File: config.mk
export PLATFORM = sky130hd
export DESIGN_NAME = div_ctrl
export DESIGN_NICKNAME = d
export VERILOG_FILES = /design/src/rtl/div_ctrl_pkg.sv /design/src/rtl/div_ctrl.sv
export SDC_FILE = /design/constraint.sdc
export NUM_CORES = 1
export LEC_CHECK = 0
export CORE_AREA = 2 2 80 159
export CTS_BUF_LIST = sky130_fd_sc_hd__clkbuf_8
export DETAILED_ROUTE_END_ITERATION = 10
export DIE_AREA = 0 0 82 161
export PLACE_DENSITY = 0.87
export SLEW_MARGIN = 10
export SYNTH_ARGS = -nofsm -noshare
export SYNTH_HDL_FRONTEND = slang
export SYNTH_SLANG_ARGS = --single-unit
File: constraint.sdc
create_clock -name clk -period 3.52 [get_ports clk]
set_input_delay 0.528 -clock clk [delete_from_list [all_inputs] [get_ports clk]]
set_output_delay 0.528 -clock clk [all_outputs]
set_load 0.03 [all_outputs]
File: src/rtl/div_ctrl_pkg.sv
// Shared CPU definitions for the divide controller: FSM encoding, EX divide op codes
// and the default abort limit for a divide that never completes.
package div_ctrl_pkg;

  typedef enum logic [1:0] {
    StIdle  = 2'd0,
    StRun   = 2'd1,
    StDrain = 2'd2,
    StWb    = 2'd3
  } div_state_e;

  typedef enum logic [1:0] {
    DivOpNone = 2'b00,
    DivOpDiv  = 2'b01,
    DivOpDivu = 2'b10,
    DivOpRsvd = 2'b11
  } div_op_e;

  localparam int unsigned DivTimeoutDflt = 40;

  // Reserved encoding 11 behaves as "no divide".
  function automatic logic is_div_op(logic [1:0] op);
    return (op == DivOpDiv) || (op == DivOpDivu);
  endfunction

endpackage

File: src/rtl/div_ctrl.sv
// EX-stage controller for an external iterative divider: launches DIV/DIVU, stalls EX,
// writes HI/LO on completion and drains or aborts cancelled/hung operations.
module div_ctrl
  import div_ctrl_pkg::*;
#(
  parameter int unsigned TIMEOUT = DivTimeoutDflt
) (
  input  logic        clk,
  input  logic        reset,
  input  logic        ex_valid,
  input  logic [1:0]  ex_div_op,
  input  logic        ex_hilo_rd,
  input  logic [31:0] ex_x,
  input  logic [31:0] ex_y,
  input  logic        ex_flush,
  output logic        ex_stall,
  output logic        du_go,
  output logic        du_signed,
  output logic [31:0] du_x,
  output logic [31:0] du_y,
  input  logic [31:0] du_s,
  input  logic [31:0] du_r,
  input  logic        du_done,
  output logic        hi_we,
  output logic        lo_we,
  output logic [31:0] hi_wdata,
  output logic [31:0] lo_wdata,
  output logic        busy,
  output logic        err
);

  localparam int unsigned    CntW    = $clog2(TIMEOUT + 1);
  localparam logic [CntW-1:0] CntLast = CntW'(TIMEOUT - 1);

  div_state_e      state_q;
  logic [CntW-1:0] cnt_q;
  logic            start;
  logic            timeout_hit;

  always_comb begin
    start       = (state_q == StIdle) && ex_valid && is_div_op(ex_div_op) && !ex_flush;
    timeout_hit = (cnt_q == CntLast);
  end

  always_ff @(posedge clk) begin
    if (reset) begin
      state_q   <= StIdle;
      cnt_q     <= '0;
      du_go     <= 1'b0;
      du_signed <= 1'b0;
      du_x      <= '0;
      du_y      <= '0;
      hi_wdata  <= '0;
      lo_wdata  <= '0;
      err       <= 1'b0;
    end else begin
      unique case (state_q)
        StIdle: begin
          if (start) begin
            state_q   <= StRun;
            cnt_q     <= '0;
            du_go     <= 1'b1;
            du_signed <= (ex_div_op == DivOpDiv);
            du_x      <= ex_x;
            du_y      <= ex_y;
          end
        end
        StRun, StDrain: begin
          if (du_done) begin
            du_go <= 1'b0;
            // A flush landing on the done cycle discards the result outright.
            if ((state_q == StRun) && !ex_flush) begin
              lo_wdata <= du_s;
              hi_wdata <= du_r;
              state_q  <= StWb;
            end else begin
              state_q <= StIdle;
            end
          end else if (timeout_hit) begin
            du_go   <= 1'b0;
            err     <= 1'b1;
            state_q <= StIdle;
          end else begin
            cnt_q <= cnt_q + CntW'(1);
            if ((state_q == StRun) && ex_flush) begin
              state_q <= StDrain;
            end
          end
        end
        StWb: begin
          state_q <= StIdle;
        end
        default: begin
          state_q <= StIdle;
        end
      endcase
    end
  end

  // The write strobe is gated late so an exception in the WB cycle can still cancel it.
  always_comb begin
    hi_we = (state_q == StWb) && !ex_flush;
    lo_we = hi_we;
    busy  = (state_q != StIdle);
  end

  always_comb begin
    ex_stall = 1'b0;
    unique case (state_q)
      StIdle:  ex_stall = start;
      StRun:   ex_stall = 1'b1;
      StDrain: ex_stall = ex_valid && ((ex_div_op != DivOpNone) || ex_hilo_rd);
      StWb:    ex_stall = 1'b0;
      default: ex_stall = 1'b0;
    endcase
  end

endmodule

**Yosys cells after proc, flatten, opt, wreduce, memory -nomap -nowiden**

Cells that the tools add are included.

- Bitwise gates (word level): 1
- Multiplexer cells: 15
- Reductions and logical operators: 21
- Equality and inequality tests: 11
- Add/subtract/negate cells: 1

Operators by type and width:

| cell | count |
|---|---|
| 2-to-1 mux 6 bit | 3 |
| one-hot mux 6 bit (2 select lines) | 1 |
| 2-to-1 mux 2 bit | 5 |
| AND reduction 3 bit | 3 |
| logical AND 1 bit | 7 |
| adder 6 x 1 -> 6 bit, second input constant | 1 |
| equality test 2 bit, second input constant | 3 |
| equality test 6 bit, second input constant | 1 |
| inequality test 2 bit, second input constant | 3 |
| one-hot mux 2 bit (3 select lines) | 1 |
| nonzero test 2 bit | 3 |
| equality test 2 x 1 -> 1 bit, second input constant | 2 |
| inequality test 4 bit, second input constant | 1 |
| one-hot mux 1 bit (4 select lines) | 1 |
| AND reduction 2 bit | 2 |
| AND reduction 4 bit | 1 |
| 2-to-1 mux 1 bit | 3 |
| inequality test 3 bit, second input constant | 1 |
| zero test 2 bit | 1 |
| logical OR 1 bit | 2 |
| one-hot mux 1 bit (2 select lines) | 1 |
| OR reduction 2 bit | 1 |
| zero test 1 bit | 1 |
| inverter 1 bit | 1 |

- Register bits after elaboration: 139
- Output and inout port bits: 135
- Input bits: 136

**Logic depth before layout (Yosys ltp)**

- Depth in word-level cells: 6
- Mapped depth: 8

**Worst setup path after synthesis**

Ideal clock, no wire load.

- Path type: input to output
- From: input port ex_div_op[1]
- To: output port ex_stall
- Data required time: 2.992 ns
- Stages: 6
- Path slack: 1.111 ns
- Data arrival time: 1.881 ns
- Path through: inv_1 > ha_1 > nand4b_1 > buf_2 > buf_2 > a21oi_1

- Word-level cells in the longest chain between the ends: 5
- Elaborated cells on any way between the ends: 9
- Those cells by class: eq/ne: 2; mux: 1; reduce/logical: 6

RTL lines:

| item | RTL line | source |
|---|---|---|
| start, declared | div_ctrl.sv:11 | `input logic [1:0] ex_div_op,` |
| equality test 2 x 1 -> 1 bit / equality test 2 bit (equally long branches) | div_ctrl_pkg.sv:23 | `return (op == DivOpDiv) \|\| (op == DivOpDivu);` |
| logical OR 1 bit | div_ctrl_pkg.sv:23 |  |
| logical AND 1 bit (2 in series) | div_ctrl.sv:41 | `start = (state_q == StIdle) && ex_valid && is_div_op(ex_div_op) && !ex_flush;` |
| one-hot mux 1 bit (4 select lines) * | div_ctrl.sv:109 | `unique case (state_q)` |
| end, declared | div_ctrl.sv:16 | `output logic ex_stall,` |

Every way passes the cells marked *; elsewhere a longest branch is shown, timed or not.

**Final worst setup path**

- From: input port ex_div_op[0]
- To: output port ex_stall

Same word-level chain as after synthesis.

==> results.yml <==
placed_design:
  globalplace.congestion: 0.817
  dp_cells: 1023
  detailed_place_hpwl_um: 10900
  portBuffers: 270
grt:
  grt-ovfl-total: 0
  grt_usage_pct: 23.1
  grt_pass1_vias: 5102
  grt_max_degree: 102
  grt_pass1_wl_um: 23900
  antenna_found_initial: 0
timing:
  relSlewSlack_pct: 30.6
  slew_violations: 0
  max_freq_mhz: 384
  rsz0062_at_grt: "false"
  hold_viol_final: 0
  setup_viol: 0
  layout_worst_path_cycle_share_pct: 74.0
  fin_worst_skew_ps: 11.0
  tightest_slew_ps: 1040
  setup_tns_ps: 0
  finalCriticalPeriod_ps: 2600
power_and_ir_drop:
  power_frac_comb_pct: 25.0
  p_total_uw: 3990
  power_switching_uw: 1200
  clockPowerShare_pct: 32.0
  ir_worst_vdd_mv: 0.359
  pwr_density_cell_nw_per_um2: 481
  p_int_uw: 2790
  switching_share_pct: 30.1
  power_frac_seq_pct: 43.1
  p_leak_uw: 0.00288
synth:
  synth_ff_type: "dfxtp_1"
  synthMuxAreaShare_pct: 0
  synth_top_area_share_pct: 53.4
  yosys_register_bits: 139
  yosys.cell_count.top_type: "nand2_1"
  synth-edff-count: 0
  ys_top_cells_by_area: "dfxtp_1 (53%), nand2_1 (19%), a21oi_1 (13%), ha_1 (2.2%), clkbuf_1 (1.4%)"
  avgSynthCellArea_sq_um: 8.06
  synthXorXnorAreaFrac_pct: 0
  synth_cell_types: 33
  ys_top_cells_by_count: "nand2_1 (262), dfxtp_1 (139), a21oi_1 (134)"
  synthAdderAreaFrac_pct: 2.16
  synth.cell_area_sq_um: 5210
  synth_compound_area_share_pct: 16.3
  synth_cells: 646
  synth_nets: 791
  ys_seq_area_share_pct: 53.4
  yosysWarningCount: 0
  synth_top_family_by_area: "simple AND/OR/NAND/NOR gates"
  yosys.area_share.simple_pct: 22.6
  synth_async_sr_flop_share_pct: 0
  synth.largest_area_cell: "dfxtp_1"
clocking:
  cts_buffers: 17
  cts_resized: 0
  cts_sinks: 139
  clockBufferDepth: 2
  tritoncts: "built"
  holdBufCountCts: 0
  clock_latency_ps: 440
  root_buffer: "clkbuf_8"
  cts.clk_slew.worst_paths_ps: 70
  cts_setup_buffers: 0
  htreeDepth: 4
route:
  drt-pass1-iter-count: 5
  vias: 5184
  drt-wirelength-per-cell_um: 14.4
  drt_wl_total_um: 15200
  drt_iter0_markers: 220
  vias_per_cell: 4.92
  postRouteAntennaNets: 0
  drcViolationCount: 0
setup_path:
  worst-r2r-setup-slack_ps: 1090
  path_class: "in -> out"
  cp_slowest_cell: "clkdlybuf4s50_1"
  r2r_start: "state_q[0]$_SDFFE_PP0P_"
  reg2reg_depth: 6
  cp_data_required_time_ps: 2990
  cp-end-kind: "output port"
  startpoint_type: "input port"
  crit_arrival_ps: 2080
  slowest_delay_ps: 480
  r2r-end: "state_q[0]$_SDFFE_PP0P_"
  cp_max_fo: 4
  worstPathCellList: "clkdlybuf4s50_1, inv_1, ha_1, nand4b_1, a21oi_1, buf_12"
min_path:
  hold_path_depth: 2
  hold_class: "reg -> reg"
  hold_start: "du_x[22]$_SDFFE_PP0P_"
  whs_endpoint: "du_x[22]$_SDFFE_PP0P_"
layout:
  final_core_util_pct: 69.2
  syn_to_final_growth_pct: 59.4
  fillers: 956
  final_nets: 1040
  n_antenna_cell: 0
  drive_gt1_share_pct: 4.96
  instances_no_fill: 1054
floorplan:
  placementRows: 57
  die_x_um: 82
  die_y_um: 161
  initial_utilization_pct: 43.5
  io_pins: 271
  coreArea_sq_um: 12000
  die_area_sq_um: 13200
run:
  drv_cap: 0
outcome:
  outcome: "finished clean"
cell usage in the layout, fill, tap and decap left out, types with 2 or more instances in the layout:
cell and n:
a21oi_1 134, a311oi_1 4, a41oi_1 3, and2b_1 2, and3_1 2, buf_12 2
buf_4 6, bufinv_16 2, clkbuf_8 20, clkdlybuf4s50_1 268, clkinv_2 2, clkinv_4 2
dfxtp_1 139, ha_1 9, inv_1 9, inv_6 2, nand2_1 262, nand2b_1 4
nand4b_1 5, nor2_1 4, nor2b_1 2, o21ai_0 7, o311a_1 2
worst max-delay path: cells and delay by family:
kind	cells	cell delay, ps
and+or+nand+nor	1	190
adders and majority gates	1	340
buffers and inverters	3	690
AOI/OAI and AO/OA	1	320
power groups by stage:
stage / sequential [uW] / combinational (uW) / clock [uW]
2_1_floorplan: 1910 / 394 / 0
3_3_place_gp: 1750 / 983 / 0
3_5_place_dp: 1750 / 998 / 0
4_1_cts: 1720 / 1000 / 1310
5_1_grt: 1730 / 1080 / 1370
6_report: 1720 / 997 / 1280
cell families (layout without fill, tap and decap cells):
logic type,count (synthesis),in the layout
flops,139,139
compound gates,157,157
simple gates,288,288
fa+ha+maj,9,9
buf+inv,53,314
per-layer routing:
layer  vias to the layer above  GRT usage, %  share of wire [%]
met5                         -             0                  0
met4                         0          8.03                1.6
met3                        17          11.6                 13
met2                       242          38.0                 47
met1                      2320          25.3                 38
li1                       2605             -                  -
flip-flops by register name (all words and copies together) (netlist names):
register and count:
lo_wdata 32, du_y 32, du_go 1, state_q 2
err 1, du_signed 1, hi_wdata 32, du_x 32
cnt_q 6
cell type report:
type	count	area, sq um	area share [%]
tap	147	184	2.22
inverter	7	26.3	0.317
timing repair buffer	276	2770	33.4
clock inverter	11	120	1.45
clock buffer	20	275	3.32
multi-input combinational	454	2140	25.8
sequential	139	2780	33.5
metrics by stage:
stage	hold WS [ps]	setup WS, ps	area [sq um]
CTS	456	874	8300
global route	468	807	8300
global placement	440	894	7900
detailed placement	445	867	7900
floorplan	451	1110	5210
finish	454	915	8300
how the worst max path moves through the flow:
stage | start | endpoint | slack [ps] | cells after the start
2_1_floorplan | ex_div_op[1] | ex_stall | 1110 | 6
3_3_place_gp | ex_div_op[0] | du_x[8]$_SDFFE_PP0P_ | 890 | 7
3_5_place_dp | ex_div_op[0] | du_x[11]$_SDFFE_PP0P_ | 870 | 7
4_1_cts | state_q[0]$_SDFFE_PP0P_ | busy | 870 | 4
5_1_grt | state_q[0]$_SDFFE_PP0P_ | busy | 810 | 4
6_report | ex_div_op[0] | ex_stall | 920 | 6
(Power assumes the default switching activity.)
